===== config.mk =====
export PLATFORM = sky130hd
export DESIGN_NAME = uart_rx_byte
export DESIGN_NICKNAME = d
export VERILOG_FILES = /design/src/rtl/uart_pkg.sv /design/src/rtl/uart_sync2.sv /design/src/rtl/uart_rx_byte.sv
export SDC_FILE = /design/constraint.sdc
export NUM_CORES = 1
export LEC_CHECK = 0
export ABC_AREA = 1
export BUFFER_PORTS_ARGS = -buffer_cell sky130_fd_sc_hd__clkbuf_2
export CORE_AREA = 2 2 68 70
export CTS_CLUSTER_DIAMETER = 200
export DETAILED_ROUTE_END_ITERATION = 12
export DIE_AREA = 0 0 70 72
export HOLD_SLACK_MARGIN = 0.15
export PLACE_DENSITY = 0.61
export SLEW_MARGIN = 20
export SYNTH_ARGS = -nofsm -noshare
export SYNTH_HDL_FRONTEND = slang
export SYNTH_HIERARCHICAL = 1
export SYNTH_SLANG_ARGS = --single-unit

===== constraint.sdc =====
create_clock -name clk1mhz -period 1.4 [get_ports clk1mhz]
set_input_delay 0.07 -clock clk1mhz [delete_from_list [all_inputs] [get_ports clk1mhz]]
set_output_delay 0.07 -clock clk1mhz [all_outputs]
set_load 0.01 [all_outputs]

===== src/rtl/uart_pkg.sv =====
// Shared UART definitions: bit timing for the 1 MHz board clock at 9600 baud,
// frame width and the receiver FSM state encoding.
package uart_pkg;

    // 1 MHz / 9600 baud, rounded to whole clock cycles
    localparam int CLKS_PER_BIT = 104;
    // Delay from start-edge detection to the middle of the start bit
    localparam int CLKS_HALF    = 52;
    // Payload width of one frame, shared with the transmitter
    localparam int DATA_BITS    = 8;

    // Counter widths: 7 bits covers CLKS_PER_BIT-1, 4 bits covers DATA_BITS-1
    localparam int CNT_W = 7;
    localparam int BIT_W = 4;

    typedef enum logic [2:0] {
        ST_IDLE      = 3'd0,
        ST_START     = 3'd1,
        ST_DATA      = 3'd2,
        ST_STOP      = 3'd3,
        ST_WAIT_HIGH = 3'd4
    } rx_state_t;

endpackage


===== src/rtl/uart_sync2.sv =====
// Two-flop synchroniser for a single asynchronous input. The reset value is
// a parameter so an idle-high line does not look like a start bit after reset.
module uart_sync2 #(
    parameter logic RESET_VAL = 1'b1
) (
    input  logic clk,
    input  logic reset,
    input  logic d,
    output logic q
);

    logic [1:0] ff_reg;

    // Shift the raw input through two flops; the second stage is the clean output
    always_ff @(posedge clk or posedge reset) begin
        if (reset) begin
            ff_reg <= {2{RESET_VAL}};
        end else begin
            ff_reg <= {ff_reg[0], d};
        end
    end

    assign q = ff_reg[1];

endmodule


===== src/rtl/uart_rx_byte.sv =====
// 8N1 UART receiver: synchronises rxd, finds the start edge, samples each bit
// at its centre and reports a byte with a one-cycle valid or framing-error pulse.
module uart_rx_byte
    import uart_pkg::*;
(
    input  logic                 clk1mhz,
    input  logic                 reset,
    input  logic                 rxd,
    output logic [DATA_BITS-1:0] rx_data,
    output logic                 rx_valid,
    output logic                 frame_err,
    output logic                 busy
);

    // Counter terminal values: the counter is cleared on the sample edge, so
    // the next sample falls when it reaches (interval - 1)
    localparam logic [CNT_W-1:0] HALF_LAST = CNT_W'(CLKS_HALF - 1);
    localparam logic [CNT_W-1:0] BIT_LAST  = CNT_W'(CLKS_PER_BIT - 1);
    localparam logic [BIT_W-1:0] LAST_BIT  = BIT_W'(DATA_BITS - 1);

    logic                 rxd_s;
    rx_state_t            state;
    logic [CNT_W-1:0]     cycle_cnt;
    logic [BIT_W-1:0]     bit_cnt;
    logic [DATA_BITS-1:0] shift_reg;

    uart_sync2 #(
        .RESET_VAL (1'b1)
    ) u_sync (
        .clk   (clk1mhz),
        .reset (reset),
        .d     (rxd),
        .q     (rxd_s)
    );

    // Receiver FSM with registered outputs; pulses default low every cycle
    always_ff @(posedge clk1mhz or posedge reset) begin
        if (reset) begin
            state     <= ST_IDLE;
            cycle_cnt <= '0;
            bit_cnt   <= '0;
            shift_reg <= '0;
            rx_data   <= '0;
            rx_valid  <= 1'b0;
            frame_err <= 1'b0;
            busy      <= 1'b0;
        end else begin
            rx_valid  <= 1'b0;
            frame_err <= 1'b0;
            case (state)
                ST_IDLE: begin
                    bit_cnt <= '0;
                    if (!rxd_s) begin
                        cycle_cnt <= '0;
                        state     <= ST_START;
                        busy      <= 1'b1;
                    end
                end
                ST_START: begin
                    if (cycle_cnt == HALF_LAST) begin
                        cycle_cnt <= '0;
                        if (rxd_s) begin
                            // Line already back high at mid-bit: glitch, not a start
                            state <= ST_IDLE;
                            busy  <= 1'b0;
                        end else begin
                            state <= ST_DATA;
                        end
                    end else begin
                        cycle_cnt <= cycle_cnt + 1'b1;
                    end
                end
                ST_DATA: begin
                    if (cycle_cnt == BIT_LAST) begin
                        cycle_cnt <= '0;
                        shift_reg <= {rxd_s, shift_reg[DATA_BITS-1:1]};
                        if (bit_cnt == LAST_BIT) begin
                            bit_cnt <= '0;
                            state   <= ST_STOP;
                        end else begin
                            bit_cnt <= bit_cnt + 1'b1;
                        end
                    end else begin
                        cycle_cnt <= cycle_cnt + 1'b1;
                    end
                end
                ST_STOP: begin
                    if (cycle_cnt == BIT_LAST) begin
                        cycle_cnt <= '0;
                        if (rxd_s) begin
                            rx_data  <= shift_reg;
                            rx_valid <= 1'b1;
                            state    <= ST_IDLE;
                            busy     <= 1'b0;
                        end else begin
                            // Keep the old byte; wait for the line to recover
                            frame_err <= 1'b1;
                            state     <= ST_WAIT_HIGH;
                        end
                    end else begin
                        cycle_cnt <= cycle_cnt + 1'b1;
                    end
                end
                ST_WAIT_HIGH: begin
                    if (rxd_s) begin
                        state <= ST_IDLE;
                        busy  <= 1'b0;
                    end
                end
                default: begin
                    state <= ST_IDLE;
                    busy  <= 1'b0;
                end
            endcase
        end
    end

endmodule


---- After elaboration in Yosys (flattened, before gate mapping) ----
Index checks and enable logic that the tools add are counted.
Widths: inputs -> output; s select.
word-level totals
  input bits .............................. 3
  output and inout port bits .............. 11
  register bits after elaboration ......... 35
  memory bits (read-only) ................. 0
  latch bits .............................. 0
  bits in writable memories ............... 0
  logic and storage cells ................. 62
  memories kept ........................... 0
cells by class
  shift operators ......................... 0
  reductions and logical operators ........ 10
  div/mod/pow operators ................... 0
  multipliers ............................. 0
  bitwise operators ....................... 1
  add/subtract/negate cells ............... 2
  mux-type cells .......................... 27
  order comparisons ....................... 0
  equal/unequal tests ..................... 13
operators by type and width
  cell                 count
  $mux 3               7
  $mux 7               3
  $pmux 7 s3           1
  $pmux 3 s5           1
  $mux 1               10
  $ne 2x2->1 const B   5
  $mux 4               2
  $pmux 4 s2           1
  $add 7x1->7 const B  1
  $eq 7x6->1 const B   1
  $eq 7x7->1 const B   1
  $eq 3x2->1 const B   2
  $reduce_and 2->1     3
  $reduce_and 6->1     1
  $pmux 1 s5           1
  $add 4x1->4 const B  1
  $eq 4x3->1 const B   1
  $reduce_and 4->1     1
  $eq 3x1->1 const B   1
  $eq 3x3->1 const B   1
  $logic_not 3->1      1
  $reduce_and 3->1     1
  $reduce_bool 3->1    1
  $mux 2               1
  4 further kinds      4

---- Depth between registers and ports, before layout ----
  depth after elaboration ................. 4
  mapped depth ............................ 9
  gate-level depth less buffers ........... 8

---- Modules after synthesis ----
Netlist, hierarchy kept.
by module, submodules not included
  module        sequential area each (um2)  cells an instance  times used  area an instance (um2)
  uart_rx_byte  825.8                       198                1           1,685.4
  uart_sync2    52.6                        3                  1           56.3

---- Least setup slack after synthesis ----
OpenSTA, ideal clock, no wires.
  path type ............................... register -> register
  from .................................... register cycle_cnt[0]
  to ...................................... register rx_data[6]
  clock period less this slack ............ 1.445 ns
  path slack .............................. -0.045 ns
  setup time .............................. 0.118 ns
  path buffers ............................ 1
  cell stages (with the launch flop) ...... 10
  data required time ...................... 1.282 ns
  arrival time ............................ 1.327 ns
  cell sequence ........................... dfrtp_1 ha_1 nand2_1 inv_1 nand3_4 nor2_2 nand2_2 buf_6 nand2_1 o21ai_2
on the way
  word-level cells in the longest chain between the ends .. 2
ends and longest elaborated chain
  item                               line                 text
  start, declared                    uart_rx_byte.sv:23   logic [CNT_W-1:0] cycle_cnt;
  start signal, assigned             uart_rx_byte.sv:70   cycle_cnt <= cycle_cnt + 1'b1;
  start signal, assigned             uart_rx_byte.sv:84   cycle_cnt <= cycle_cnt + 1'b1;
  start signal, assigned             uart_rx_byte.sv:101  cycle_cnt <= cycle_cnt + 1'b1;
  $eq 7x7->1                         uart_rx_byte.sv:88   if (cycle_cnt == BIT_LAST) begin
  $reduce_and 3->1 (no source line)  --
  end signal, assigned               uart_rx_byte.sv:91   rx_data <= shift_reg;
  end, declared                      uart_rx_byte.sv:9    output logic [DATA_BITS-1:0] rx_data,
Every way passes these cells.
A chain may end at the register's enable or synchronous reset.

---- Worst setup path in the final report ----
  from .................................... register cycle_cnt[1]
  to ...................................... register rx_data[4]
The elaborated chain is that of the path after synthesis.

==> metrics.yaml <==
run_status:
  status: "finished with violations"
  violations: "negative setup slack"
die:
  num_rows: 24
  io_pins: 14
  die_x_um: 70
  start_util_pct: 40.8
  die_y_um: 72
  core_um2: 4260
  dieArea_um2: 5040
cts:
  clock_latency_ns: 0.29
  cts-root-buf: "clkbuf_8"
  clk_pin_slew_worst_paths_ns: 0.08
  cts_tree: "built"
  cts_made_buffers: 5
  htreeDepth: 2
  cts_max_path_buffers: 2
  cts.sinks: 35
final_layout:
  num-nets-final: 249
  drive_gt1_share_pct: 35.1
  insertedDiodeCount: 0
  area_growth_pct: 29.7
  stdcell_area_um2: 2260
  final_core_util_pct: 53.0
sta:
  relSlewSlack_pct: 72.0
  period_minus_slack_ns: 1.43
  clock.fmax_mhz: 701
  rsz0062_at_grt: "yes"
  fin_crit_sh_pct: 102
  tightest_slew_ns: 0.420
  slew_viol_final: 0
  postLayoutSetupSlackWorst_ns: -0.0274
  fin_tns_setup_ns: -0.172
  clock-skew-final_ns: 0.00782
  setup_viol: 8
  finalHoldViolCount: 0
yosys:
  synth_top_cell_area_share_pct: 47.4
  synth-compound-area-share_pct: 11.5
  syn-num-nets: 206
  synthXorXnorAreaFrac_pct: 0
  syn-cell-area_um2: 1740
  ys_seq_elements: 35
  synthAdderAreaFrac_pct: 1.44
  synth_top_family_by_area: "simple AND/OR/NAND/NOR gates"
  synth-simple-area-share_pct: 29.3
  seq_area_frac_synth_pct: 50.4
  synth.avg_cell_area_um2: 8.67
  synthesis.instances: 201
  netlist_top_cells_area: "dfrtp_1, nand2_1, inv_1"
  synthDistinctLibCells: 28
  ys.warnings.count: 6
  muxShareOfSynthArea_pct: 0
  synth_area_leader_cell: "dfrtp_1"
setup_path:
  path_buf_inv: 2
  path_max_fanout: 16
  crit_required_ns: 1.58
  cp_slowest_cell: "dfrtp_1"
  end_kind: "flop"
  worstPathCellList: "ha_4 -> nand2_4 -> inv_2 -> nand3_4 -> nor2_2 -> nand2_2 -> buf_12 -> nand2_1 -> o21ai_2"
  crit_arrival_ns: 1.61
  startpoint_type: "flop"
  max_stage_delay_ns: 0.41
  crit_type: "reg -> reg"
  crit_family: "simple AND/OR/NAND/NOR gates"
placed_design:
  gp_congestion: 0.905
  dp_slack_ns: -0.0330
  dp_hpwl_mm: 2.32
  place_area_um2: 2020
  portBuffers: 13
routing:
  first_pass_iters: 4
  dr_wl_met3_um: 109
  top_layer_used: "met4"
  routed_via_density: 4.59
  wl_per_cell_um: 11.5
  postRouteAntennaNets: 0
  drc_errors: 0
  drt-total-wl_mm: 3.41
  dr_total_vias: 1362
  wl_met2_mm: 1.56
  drt-met1-wl_mm: 1.71
  drt-initial-drc-count: 64
global_route:
  grt_max_degree: 34
  grt_antenna_before_repair: 0
  grt_overflow: 0
  grt_usage_pct: 14.4
  grt_pass1_vias: 1322
  grt_pass1_wl_mm: 5.67
pwr:
  p_per_area_nw_per_um2: 863
  power_leakage_nw: 1.17
  vdd_drop_max_v: 0.000542
worst_hold_path:
  hp-class: "in -> async"
flow_run:
  cap_violations: 0
[cell type report]
cell class              count  area, um^2
fillers                   409        2010
flip-flops and latches     35         882
multi-input cells         138         793
repair buffers             39         312
inverters                  25        93.8
clock buffers               5        68.8
well taps                  52        65.1
clock inverters             3        43.8
[cells in the mapped netlist]
master,instances
a21oi_1,7
a21oi_2,1
buf_4,1
buf_6,1
buf_8,1
dfrtp_1,33
dfstp_2,2
ha_1,2
inv_1,24
inv_2,1
nand2_1,54
nand2_2,3
nand2_4,1
nand3_1,16
nand3_4,1
nand4_1,2
nor2_1,19
nor2_2,1
nor2_4,1
nor2_8,2
nor3_1,2
nor3_4,1
nor4_1,1
o21ai_0,7
o21ai_1,4
o21ai_2,9
o21bai_1,3
or2_2,1
[per-stage QoR]
| step | hold WS [ns] | total power [mW] | std cells |
|---|---|---|---|
| 6_report | 0.350 | 1.95 | 297 |
| 2_1_floorplan | -0.0185 | 1.06 | 201 |
| 3_5_place_dp | 0.0945 | 1.07 | 282 |
| 4_1_cts | 0.335 | 1.99 | 292 |
| 5_1_grt | 0.365 | 2.04 | 297 |
| 3_3_place_gp | 0.0893 | 1.07 | 282 |
[report_power, final]
part	total, mW	leakage (nW)	internal, mW	switching, mW
clock	0.894	0.0581	0.530	0.364
sequential	1.02	0.458	1.02	0.00244
combinational	0.0375	0.652	0.0112	0.0262
total	1.95	1.17	1.56	0.393
[layout by cell type, fill, tap and decap left out, types with 3 or more instances in the layout]
cell type	instances
a21oi_1	6
buf_4	20
clkbuf_2	13
clkbuf_8	5
dfrtp_1	30
dfrtp_2	3
inv_1	23
nand2_1	47
nand2_2	8
nand2_4	3
nand3_1	16
nor2_1	17
nor2_2	3
o21ai_1	10
o21ai_2	9
o21bai_1	3
[worst register-to-register path, stage by stage (launching register included)]
cell and delay (ns):
dfrtp_1 0.41, ha_4 0.18, nand2_4 0.05, inv_2 0.06, nand3_4 0.13, nor2_2 0.15, nand2_2 0.08, buf_12 0.15
nand2_1 0.08, o21ai_2 0.05
[worst paths after layout]
kind / startpoint / to / slack [ns] / depth (start not counted)
worst max-delay path: cycle_cnt[1] / rx_data[4] / -0.03 / 9
worst min-delay path: reset / u_sync/ff_reg[0] / 0.35 / 3
worst max register to register: cycle_cnt[1] / rx_data[4] / -0.03 / 9
worst min register to register: u_sync/ff_reg[0] / u_sync/ff_reg[1] / 0.36 / 0
max in group asynchronous: reset / state[2] / 0.66 / 4
min in group clk1mhz: u_sync/ff_reg[0] / u_sync/ff_reg[1] / 0.36 / 0
[metal layers]
layer	global-route usage, %	up-vias
met3	4.72	4
met2	21.9	16
met4	6.41	0
met5	0	-
met1	18.9	612
li1	-	730
[cell families (layout without fill, tap and decap cells)]
logic type                 after synthesis  after routing
AOI/OAI and AO/OA                       31             31
buffers and inverters                   28             72
and+or+nand+nor                        105            105
adders and majority gates                2              2
DFF                                     35             35
[what timing repair did]
action / CTS / global route
endpoints found under the setup margin: 13 / 26
pin swaps: 1 / 1
resized for setup: 3 / 19
cloned: 0 / 1
hold buffers: 2 / 0
buffers inserted: 0 / 4
endpoints found under the hold margin: 36 / 0
Power figures use the tool's default switching activity.
